$ cat src/rtl/pc_seq.sv
// Program-sequencing unit: parametrised PC, shared call/interrupt return
// stack of {z, pc} entries, zero flag, sticky stack error flags and a
// single-level vectored interrupt with automatic PC/Z save and restore.
module pc_seq #(
  parameter int                PC_W        = 10,
  parameter int                STACK_DEPTH = 16,
  parameter logic [PC_W-1:0]   INT_VEC     = PC_W'('h3F0),
  parameter int                DEPTH_W     = $clog2(STACK_DEPTH + 1)
) (
  input  logic               clk,
  input  logic               reset,
  input  logic               s_inc,
  input  logic [PC_W-1:0]    jmp_addr,
  input  logic               call,
  input  logic               ret,
  input  logic               reti,
  input  logic               z_in,
  input  logic               wez,
  input  logic               irq,
  input  logic               ie,
  input  logic               clr_err,
  output logic [PC_W-1:0]    pc,
  output logic               z,
  output logic               overflow,
  output logic               underflow,
  output logic               in_isr,
  output logic [DEPTH_W-1:0] depth
);

  localparam int IDX_W = $clog2(STACK_DEPTH);

  logic [PC_W-1:0]    r_pc;
  logic               r_z;
  logic               r_ovf;
  logic               r_unf;
  logic               r_in_isr;
  logic [DEPTH_W-1:0] r_depth;
  logic [PC_W:0]      r_stack [STACK_DEPTH];

  logic [PC_W-1:0]    w_seq;
  logic [PC_W-1:0]    w_tgt;
  logic               w_z_next;
  logic               w_full;
  logic               w_empty;
  logic [IDX_W-1:0]   w_wr_idx;
  logic [IDX_W-1:0]   w_rd_idx;
  logic [PC_W:0]      w_top;

  logic [PC_W-1:0]    w_pc_nxt;
  logic               w_z_nxt;
  logic               w_isr_nxt;
  logic [DEPTH_W-1:0] w_depth_nxt;
  logic               w_push;
  logic [PC_W:0]      w_push_data;
  logic               w_set_ovf;
  logic               w_set_unf;

  assign w_seq    = r_pc + 1'b1;
  assign w_tgt    = s_inc ? w_seq : jmp_addr;
  assign w_z_next = wez ? z_in : r_z;
  assign w_full   = (r_depth == DEPTH_W'(STACK_DEPTH));
  assign w_empty  = (r_depth == '0);
  // Index truncation only wraps in states where the index is not used
  // (write when full, read when empty).
  assign w_wr_idx = IDX_W'(r_depth);
  assign w_rd_idx = IDX_W'(r_depth - 1'b1);
  assign w_top    = r_stack[w_rd_idx];

  // Prioritised next-state selection: reti > ret > call > irq > sequence/jump
  always_comb begin
    w_pc_nxt    = w_tgt;
    w_z_nxt     = w_z_next;
    w_isr_nxt   = r_in_isr;
    w_depth_nxt = r_depth;
    w_push      = 1'b0;
    w_push_data = '0;
    w_set_ovf   = 1'b0;
    w_set_unf   = 1'b0;
    if (reti) begin
      if (!w_empty) begin
        w_pc_nxt    = w_top[PC_W-1:0];
        w_z_nxt     = w_top[PC_W];
        w_isr_nxt   = 1'b0;
        w_depth_nxt = r_depth - 1'b1;
      end else begin
        w_pc_nxt  = w_seq;
        w_set_unf = 1'b1;
      end
    end else if (ret) begin
      if (!w_empty) begin
        w_pc_nxt    = w_top[PC_W-1:0];
        w_depth_nxt = r_depth - 1'b1;
      end else begin
        w_pc_nxt  = w_seq;
        w_set_unf = 1'b1;
      end
    end else if (call) begin
      if (!w_full) begin
        w_push      = 1'b1;
        w_push_data = {w_z_next, w_seq};
        w_pc_nxt    = jmp_addr;
        w_depth_nxt = r_depth + 1'b1;
      end else begin
        w_pc_nxt  = w_seq;
        w_set_ovf = 1'b1;
      end
    end else if (irq && ie && !r_in_isr && !w_full) begin
      w_push      = 1'b1;
      w_push_data = {w_z_next, w_tgt};
      w_pc_nxt    = INT_VEC;
      w_isr_nxt   = 1'b1;
      w_depth_nxt = r_depth + 1'b1;
    end
  end

  // Architectural state with synchronous reset; set of a sticky flag wins over clear
  always_ff @(posedge clk) begin
    if (reset) begin
      r_pc     <= '0;
      r_z      <= 1'b0;
      r_ovf    <= 1'b0;
      r_unf    <= 1'b0;
      r_in_isr <= 1'b0;
      r_depth  <= '0;
    end else begin
      r_pc     <= w_pc_nxt;
      r_z      <= w_z_nxt;
      r_ovf    <= w_set_ovf | (r_ovf & ~clr_err);
      r_unf    <= w_set_unf | (r_unf & ~clr_err);
      r_in_isr <= w_isr_nxt;
      r_depth  <= w_depth_nxt;
    end
  end

  // Stack storage; contents are don't-care after reset so no reset is applied
  always_ff @(posedge clk) begin
    if (!reset && w_push) begin
      r_stack[w_wr_idx] <= w_push_data;
    end
  end

  assign pc        = r_pc;
  assign z         = r_z;
  assign overflow  = r_ovf;
  assign underflow = r_unf;
  assign in_isr    = r_in_isr;
  assign depth     = r_depth;

endmodule
$ cat config.mk
export PLATFORM = sky130hd
export DESIGN_NAME = pc_seq
export DESIGN_NICKNAME = d
export VERILOG_FILES = /design/src/rtl/pc_seq.sv
export SDC_FILE = /design/constraint.sdc
export NUM_CORES = 1
export LEC_CHECK = 0
export CORE_UTILIZATION = 47
export CTS_CLUSTER_SIZE = 20
export DETAILED_ROUTE_END_ITERATION = 16
export GPL_TIMING_DRIVEN = 0
export PLACE_DENSITY = 0.67
export SYNTH_ARGS = -nofsm -noshare
export SYNTH_HDL_FRONTEND = slang
export SYNTH_SLANG_ARGS = --single-unit
export TNS_END_PERCENT = 1
$ cat constraint.sdc
create_clock -name clk -period 3.15 [get_ports clk]
set_clock_uncertainty 0.15 [all_clocks]
set_input_delay 0.63 -clock clk [delete_from_list [all_inputs] [get_ports clk]]
set_output_delay 0.63 -clock clk [all_outputs]
set_load 0.03 [all_outputs]
Yosys cells after proc, flatten, opt, wreduce, memory -nomap -nowiden
Memories as Yosys holds them, arrays and structs flattened.
Index checks and enable logic that the tools add are counted.
W data, S select, Z words.

storage, ports and cells
  register bits = 19
  memory bits (writable) = 176
  input bits = 21
  word-level logic and storage cells = 72
  memories = 1

operators by class
  add/sub/neg operators = 3
  equality and inequality tests = 5
  muxes and demuxes = 40
  bitwise operators = 5
  reduce and logical (&&, ||, !) cells = 12

memories
  memory   depth  bits a word  rd ports  clocked after memory_dff  write ports  line  text
  r_stack  16     11           1         0                         1            38    logic [PC_W:0] r_stack [STACK_DEPTH];

operators with widths
  cell                     count
  $mux W10                 7
  $mux W11                 5
  $mux W5                  6
  $mux W1                  22
  $add A10 B1 Y10 const B  1
  $add A5 B1 Y5 const B    1
  $eq A5 B5 Y1 const B     1
  $logic_not A5 Y1         1
  $sub A5 B1 Y5 const B    1
  $logic_and A1 B1 Y1      4
  $ne A2 B1 Y1 const B     2
  $ne A4 B4 Y1 const B     1
  $reduce_and A4 Y1        1
  $reduce_bool A4 Y1       1
  $logic_not A1 Y1         3
  $and A1 B1 Y1            2
  $ne A2 B2 Y1 const B     1
  $or A1 B1 Y1             2
  $reduce_and A2 Y1        1
  $reduce_bool A2 Y1       1
  $not A1 Y1               1

Logic depth before layout (Yosys ltp)
Gate-level depths: netlist (run 1).

  depth in word-level cells = 10
  depth in mapped cells = 13
  mapped depth without buffers = 7

Least setup slack after synthesis (run 1)
OpenSTA, ideal clock, no wires.

  kind = register to register
  start = register r_depth[0] (netlist: depth[0])
  end = memory r_stack[0][0] in the netlist's numbering, data pin
  library setup time = 0.330 ns
  arrival time = 3.102 ns
  data required time = 2.670 ns
  slack = -0.432 ns
  stages on the path, launching flop included = 12
  path buffers = 4
  clock period less this slack = 3.582 ns
  path through = dfxtp_1 > buf_6 > buf_6 > buf_4 > inv_1 > ha_1 > nand4bb_1 > buf_2 > nand4b_1 > inv_1 > a21oi_1 > o21ai_0

between the ends
  longest elaborated chain between the ends = 7
  elaborated cells between the ends (all ways) = 8

RTL lines
  what                    line  text
  start, declared         37    logic [DEPTH_W-1:0] r_depth;
  start signal, assigned  131   r_depth <= w_depth_nxt;
  $eq A5 B5 Y1 *          61    assign w_full = (r_depth == DEPTH_W'(STACK_DEPTH));
  $logic_not A1 Y1        107   end else if (irq && ie && !r_in_isr && !w_full) begin
  $logic_and A1 B1 Y1     107
  $mux W11                107
  $mux W11 *              97    end else if (call) begin
  $mux W11 *              89    end else if (ret) begin
  $mux W11 *              79    if (reti) begin
  via w_push_data[0]      54    logic [PC_W:0] w_push_data;
  end, declared           38

The timed path passes the listed nets; every way through them passes the cells marked *.

Worst setup path in the final report (run 1)
  start = register r_depth[0] (netlist: depth[0])
  end = register r_depth[2] (netlist: depth[2])

between the ends
  longest elaborated chain between the ends = 5
  elaborated cells between the ends (all ways) = 15

RTL lines
  what                                                   line
  $add A5 B1 Y5 / $eq A5 B5 Y1 (equally long branches)   102, 112, 61
  $mux W5, or another cell as far along                  107
  $mux W5 / $logic_and A1 B1 Y1 (equally long branches)  97, 107
  $mux W5 / $reduce_bool A4 Y1 (equally long branches)   --
  $mux W5 / $reduce_and A2 Y1 (equally long branches)    --

Parallel ways exist; a longest one is shown, timed or not. The select of a mux whose other input is x is not followed.
A chain may end at the register's enable or synchronous reset.

==> impl_metrics.csv, run 1 <==
group,metric,value,unit
logic_synthesis,synth.ff_latch_count,195,
worst_setup_path,setup.worst_path.start_class,"flop",
logic_synthesis,yosys-top-cells-area,"sky130_fd_sc_hd__edfxtp_1, sky130_fd_sc_hd__mux4_2, sky130_fd_sc_hd__mux4_1",
drt,dr.first_iter.drc_count,568,
finish,nets,643,
drt,via_count_normalized_by_instance_count,6.29,
drt,drc_errors,0,
worst_hold_path,hp-start,"in_isr",
cts,clk_path_buf_depth,2,
floorplanning,start_util,0.479,
floorplanning,io-pin-count,40,
worst_setup_path,startpoint,"depth[0]",
timing,setup_slack,-4.67,ps
logic_synthesis,synthDistinctLibCells,66,
cts,reg_clk_slew_reported_paths,70,ps
power_and_ir_drop,static-leakage-power,0.00353,uW
timing,timing.slew.headroom,0.232,
logic_synthesis,synth-seq-area-share,0.661,
finish,area_delta_synth_final,24.7,%
floorplanning,chipWidth,137,um
power_and_ir_drop,total_chip_power,9480,uW
logic_synthesis,syn_avg_cell_area,16.3,um2
global_route,global_route_met3_utilization,0.0493,
global_route,grt_use_met2,0.414,
floorplanning,floorplan.die.height,137,um
place,placement.io_buffers,37,
cts,clkLatencyLatePin,440,ps
finish,drive_above_1_share,0.263,
floorplanning,num_rows,49,
timing,worst-slew-pin-transition,1140,ps
floorplanning,placeableCoreArea,17900,um2
drt,drt_pass1_iterations,5,
cts,cts_sinks,195,
global_route,globalRouteMet1Util,0.349,
worst_hold_path,worst_hold_path_type,"flop to flop",
logic_synthesis,netlist.top_cell.by_area,"sky130_fd_sc_hd__edfxtp_1",
cts,cts_tree,"built",
power_and_ir_drop,vdd_drop_max,0.000699,V
finish,filler_cells_inserted,1298,
floorplanning,die-area,18800,um2
timing,rsz0062_at_grt,"true",
place,routabilityCongestion,0.930,
timing,period_share,1.00,
cts,library_cell_used_as_clock_root_buffer,"sky130_fd_sc_hd__clkbuf_16",
global_route,grt_first_pass_wirelength,33400,um
cts,cts_buffers,17,
worst_setup_path,ff2ff_path_depth,12,
power_and_ir_drop,power.density,887,nW/um2
timing,achievable-frequency,317,MHz
timing,setup_tns_final,-8.95,ps
logic_synthesis,ys_dominant_reg_cell,"sky130_fd_sc_hd__edfxtp_1",
job,timing.max_cap.violations,0,
worst_setup_path,critPathKind,"flop to flop",
worst_setup_path,cp_data_arrival_time,3310,ps
run_status,violations,"negative setup slack",
logic_synthesis,edff_count_synth,176,
logic_synthesis,synth_top_cell_area_share,0.617,
drt,drtAntennaViolNets,0,
drt,finalWirelength,22800,um
drt,drt-wirelength-per-cell,26.5,um
global_route,track_usage,0.259,
timing,finalHoldViolCount,0,
logic_synthesis,ys_async_sr_fraction,0,
cts,cts-htree-levels,4,
timing,final_max_slew_viol_count,0,
timing,setup_viol,2,
place,dp.final_hpwl,14400,um
run_status,status,"finished, violations left",
worst_setup_path,rr_startpoint,"depth[0]",
logic_synthesis,synth.cell_area,8570,um2
logic_synthesis,netlist_instances,525,
worst_setup_path,endpoint_kind_of_the_worst_setup_timing_path,"flop",
finish,antenna-diode-count,0,
global_route,globalRoute.totalOverflow,0,
global_route,largest_net_degree_at_the_start_of_global_routing,17,
worst_setup_path,worst_path_fanout_max,10,
worst_setup_path,r2r_setup_slack,-5,ps
drt,via_count,5388,
global_route,busiest_layer_in_global_routing,"met2",
global_route,first_global_vias,5264,
worst_hold_path,hold_depth,2,
global_route,antenna_found_initial,0,
logic_synthesis,synth_fp_nets,552,
timing,timing.final.crit_period,3150,ps
logic_synthesis,synth.yosys.warnings,0,
worst_setup_path,worst-endpoint-required,3310,ps
## critical path, stage by stage (launching register included)
cell                       delay, ps
sky130_fd_sc_hd__dfxtp_4         390
sky130_fd_sc_hd__buf_8           170
sky130_fd_sc_hd__buf_12          160
sky130_fd_sc_hd__buf_8           160
sky130_fd_sc_hd__inv_1           220
sky130_fd_sc_hd__ha_4            240
sky130_fd_sc_hd__or4b_2          600
sky130_fd_sc_hd__clkbuf_1        260
sky130_fd_sc_hd__buf_2           280
sky130_fd_sc_hd__nand3_1         110
sky130_fd_sc_hd__a21oi_1          80
sky130_fd_sc_hd__a31oi_1         170
sky130_fd_sc_hd__nor2_1           50
## final cells by class
class	instances	area (um2)	area share
buffer	29	210	0.0197
sequential	195	5670	0.531
timing repair buffer	72	822	0.0770
inverter	7	26.3	0.00246
clock buffer	19	433	0.0405
multi-input combinational	294	3050	0.286
clock inverter	12	179	0.0168
tap	229	287	0.0268
## power breakdown
group,internal (uW),total (uW),switching [uW],leakage (uW)
registers,2970,3120,151,0.00179
clock network,1330,2270,938,0.000292
logic,1830,4090,2260,0.00144
total,6130,9480,3350,0.00353
## stage by stage
step	hold slack, ps	area, um2	util	instances	worst slack [ps]
6_report	325	10700	0.597	857	-4.67
5_1_grt	342	10700	0.597	857	-120
4_1_cts	325	10600	0.594	857	-91.2
3_5_place_dp	317	9420	0.526	801	-1200
3_3_place_gp	308	9250	0.517	791	-1100
2_1_floorplan	437	8600	-	525	-24.9
## per-layer routing
layer,vias up,share of wire
met5,-,0
met4,0,0.032
met3,48,0.080
met2,294,0.49
met1,2737,0.40
li1,2309,-
## cells in the mapped netlist (all sizes together) (5+ instances only)
cell,count
edfxtp,176
mux2i,18
mux4,48
dfxtp,19
o21ai,20
clkbuf,16
xnor2,5
nor3,14
buf,13
inv,6
ha,6
nand2b,6
nand3,11
a21oi,21
nor2,29
nand2,38
a31oi,8
o211ai,5
## logic make-up after synthesis
kind of cell | after synthesis | synth area share
multiplexers | 69 | 0.159
adder cells (fa/ha/maj) | 6 | 0.00876
buffers and inverters | 36 | 0.0207
XOR/XNOR | 9 | 0.0123
AND/OR/NAND/NOR | 123 | 0.0716
AO/OA/AOI/OAI | 87 | 0.0667
flip-flops | 195 | 0.661
## sequential cells by signal, indices dropped and copies added (netlist names)
signal	count
z	1
pc	10
depth	5
overflow	1
in_isr	1
r_stack	176
underflow	1
## worst paths after layout
check | endpoint
worst max register to register | depth[2]
worst min-delay path | in_isr
worst min register to register | in_isr
worst max-delay path | depth[2]
## layout by cell type (no fill, tap or decap), types with 3 or more instances in the layout
cell                              count
sky130_fd_sc_hd__inv_1                6
sky130_fd_sc_hd__nand2b_1             6
sky130_fd_sc_hd__clkbuf_16           17
sky130_fd_sc_hd__bufinv_16            4
sky130_fd_sc_hd__nand2_2              4
sky130_fd_sc_hd__inv_6                3
sky130_fd_sc_hd__a211oi_1             3
sky130_fd_sc_hd__nand2_1             34
sky130_fd_sc_hd__buf_8               11
sky130_fd_sc_hd__o21ai_4              4
sky130_fd_sc_hd__mux4_1              17
sky130_fd_sc_hd__buf_4               18
sky130_fd_sc_hd__clkbuf_1            16
sky130_fd_sc_hd__or3_1                4
sky130_fd_sc_hd__a31oi_1              8
sky130_fd_sc_hd__ha_1                 5
sky130_fd_sc_hd__buf_12              11
sky130_fd_sc_hd__nand3_1             10
sky130_fd_sc_hd__nor3_1               9
sky130_fd_sc_hd__clkdlybuf4s50_1     37
sky130_fd_sc_hd__dfxtp_1             18
sky130_fd_sc_hd__nor2_2               3
sky130_fd_sc_hd__buf_6                4
sky130_fd_sc_hd__mux2_2               3
sky130_fd_sc_hd__nor2_1              14
sky130_fd_sc_hd__a21oi_1             20
sky130_fd_sc_hd__nor2_4              12
sky130_fd_sc_hd__o211ai_1             5
sky130_fd_sc_hd__buf_2                3
sky130_fd_sc_hd__xnor2_1              5
sky130_fd_sc_hd__nor3_4               5
sky130_fd_sc_hd__mux4_2              31
sky130_fd_sc_hd__or2_2                4
sky130_fd_sc_hd__o21ai_0             15
sky130_fd_sc_hd__edfxtp_1           176
sky130_fd_sc_hd__mux2i_1             18
sky130_fd_sc_hd__o31ai_1              4
## repair_timing
item / 4_1_cts / 5_1_grt
hold buffers: 0 / 0
endpoints found under the setup margin: 367 / 342
pin swaps: 19 / 2
hold endpoints to repair: 0 / 0
gates cloned: 0 / 0
gates resized for setup: 67 / 7
buffers inserted: 25 / 0
No activity file was read; power rests on OpenSTA's default activity.
==> inputs of run 2 (changes only) <==
Settings changed: CORE_MARGIN set to 4.
==> run 2 against run 1 <==
Effect of this change: first-iteration DRC count is 44% higher; global-route usage shrank 2.0 points; flip-flop and latch count did not move; register-to-register slack improved by 70 ps; the flow now finishes without violations; worst setup slack gained 75 ps; fmax increased by 2.4%; count of clock-buffer cells in the layout down 2.
==> impl_metrics.csv, run 2 (synthesized netlist as in run 1, its figures left out) <==
group,metric,value,unit
power_and_ir_drop,vdd_drop_max,0.000531,V
worst_setup_path,cp_data_arrival_time,3220,ps
drt,via_count_normalized_by_instance_count,6.34,
worst_setup_path,worst-endpoint-required,3290,ps
drt,drt-wirelength-per-cell,27.0,um
finish,mostFrequentLayoutCells,"sky130_fd_sc_hd__edfxtp_1, sky130_fd_sc_hd__clkdlybuf4s50_1, sky130_fd_sc_hd__nand2_1, sky130_fd_sc_hd__buf_4, sky130_fd_sc_hd__mux4_2",
timing,finalHoldViolCount,0,
drt,drc_errors,0,
worst_hold_path,hold_depth,2,
floorplanning,io-pin-count,40,
cts,reg_clk_slew_reported_paths,70,ps
floorplanning,placeableCoreArea,18000,um2
cts,clk_path_buf_depth,2,
power_and_ir_drop,power_frac_comb,0.446,
power_and_ir_drop,power_frac_seq,0.328,
finish,drive_above_1_share,0.278,
global_route,largest_net_degree_at_the_start_of_global_routing,20,
drt,drtAntennaViolNets,0,
floorplanning,start_util,0.477,
timing,final_layout_worst_hold_slack,331,ps
global_route,track_usage,0.239,
cts,library_cell_used_as_clock_root_buffer,"sky130_fd_sc_hd__clkbuf_16",
cts,cts_sinks,195,
floorplanning,chipWidth,143,um
cts,cts-htree-levels,4,
power_and_ir_drop,power.density,887,nW/um2
worst_setup_path,crit-reg2reg-capture,"pc[3]",
worst_hold_path,worstHoldEndpoint,"underflow",
finish,antenna-diode-count,0,
timing,timing.slew.headroom,0.112,
worst_setup_path,rr_startpoint,"depth[0]",
cts,number_of_hold_buffers_added_after_cts,0,
power_and_ir_drop,total_switching_power,3500,uW
run_status,status,"finished, final reports clean",
drt,wirelength_met1,9010,um
worst_setup_path,ff2ff_path_depth,12,
power_and_ir_drop,internal-power,6010,uW
worst_setup_path,worst_path_fanout_max,10,
job,timing.max_cap.violations,0,
drt,drt_pass1_iterations,8,
worst_setup_path,r2r_setup_slack,70,ps
worst_setup_path,endpoint_kind_of_the_worst_setup_timing_path,"flop",
finish,mostFrequentLayoutCell,"sky130_fd_sc_hd__edfxtp_1",
place,dp.final_hpwl,14100,um
drt,route.top_layer_used,"met4",
finish,area_delta_synth_final,25.2,%
cts,cts_buffers,17,
timing,worst-slew-pin-transition,1320,ps
cts,clkLatencyLatePin,440,ps
worst_setup_path,critPathKind,"flop to flop",
worst_hold_path,hp-start,"underflow",
drt,met2_wirelength,11100,um
timing,achievable-frequency,325,MHz
global_route,globalRoute.totalOverflow,0,
finish,largest_register_ff_count,176,
floorplanning,die-area,20500,um2
timing,rsz0062_at_grt,"true",
global_route,grt_first_pass_wirelength,35000,um
timing,timing.final.crit_period,3080,ps
power_and_ir_drop,static-leakage-power,0.00355,uW
worst_setup_path,setup.worst_path.start_class,"flop",
timing,setup_viol,0,
drt,via_count,5486,
place,placement.io_buffers,37,
floorplanning,num_rows,49,
drt,dr.first_iter.drc_count,819,
finish,final_util,0.597,
finish,top_register,"r_stack",
global_route,first_global_vias,5448,
drt,finalWirelength,23400,um
finish,filler_cells_inserted,1262,
timing,final_max_slew_viol_count,0,
timing,period_share,0.978,
cts,cts_tree,"built",
power_and_ir_drop,p_clk_frac,0.226,
place,routabilityCongestion,0.944,
power_and_ir_drop,net_switching_fraction_of_the_power,0.368,
worst_hold_path,worst_hold_path_type,"flop to flop",
floorplanning,floorplan.die.height,143,um
global_route,antenna_found_initial,0,
drt,detailroute.wirelength.met3,2060,um
finish,nets,650,
run 2: changes by cell type in the layout (fill, tap and decap cells not counted), sizes merged:
cell / delta
buf: +9
clkinv: +3
bufinv: -3
clkbuf: -4
inv: +3
run 2: area by class of cell:
cell class / instances / area [um2] / area share
Sequential cell: 195 / 5670 / 0.529
Multi-Input combinational cell: 294 / 3040 / 0.283
Timing Repair Buffer: 79 / 881 / 0.0821
Clock buffer: 17 / 425 / 0.0397
Tap cell: 229 / 287 / 0.0267
Buffer: 29 / 225 / 0.0210
Clock inverter: 15 / 169 / 0.0157
Inverter: 7 / 30.0 / 0.00280
run 2: power by group through the flow:
stage          logic, uW  registers [uW]  clock network (uW)
6_report            4240            3120                2150
3_5_place_dp        3650            3160                   0
5_1_grt             4480            3130                2300
2_1_floorplan       2420            3290                   0
4_1_cts             3980            3110                2180
3_3_place_gp        3620            3150                   0
run 2: what timing repair did:
action / CTS / global route
buffers inserted: 37 / 2
gates cloned: 0 / 0
pin swaps: 20 / 1
resized for setup: 57 / 19
setup endpoints to repair: 366 / 367
run 2: stage by stage:
step | setup TNS, ps | total power (uW) | std cells | worst slack, ps | instance area (um2)
after floorplan | -817 | 5700 | 525 | -24.9 | 8600
after global placement | -283050 | 6780 | 791 | -1030 | 9250
after detailed placement | -237980 | 6810 | 794 | -985 | 9310
after CTS | -2390 | 9260 | 863 | -165 | 10600
after global routing | -145 | 9910 | 865 | -51.3 | 10700
final | 0 | 9510 | 865 | 70.3 | 10700
run 2: worst max-delay path, cell delays in order (launching register included):
cell and delay, ps:
sky130_fd_sc_hd__dfxtp_4 420, sky130_fd_sc_hd__buf_12 160, sky130_fd_sc_hd__buf_12 160, sky130_fd_sc_hd__buf_12 160
sky130_fd_sc_hd__clkinvlp_4 140, sky130_fd_sc_hd__buf_4 170, sky130_fd_sc_hd__ha_1 280, sky130_fd_sc_hd__xor2_4 240
sky130_fd_sc_hd__buf_4 300, sky130_fd_sc_hd__mux2i_2 340, sky130_fd_sc_hd__nor3_1 80, sky130_fd_sc_hd__a311oi_1 260
sky130_fd_sc_hd__nor3_1 70
run 2: worst max path at each step:
stage	from	to
after floorplan	depth[0]	r_stack[0][0]
after global placement	depth[0]	r_stack[8][3]
after detailed placement	depth[0]	r_stack[4][9]
after CTS	depth[0]	depth[1]
after global routing	depth[0]	z
final	depth[0]	pc[3]
run 2: routing by layer:
layer  up-vias  global-route usage
met5         -                   0
met4         0               0.111
met3        73              0.0455
met2       373               0.382
met1      2719               0.320
li1       2321                   -
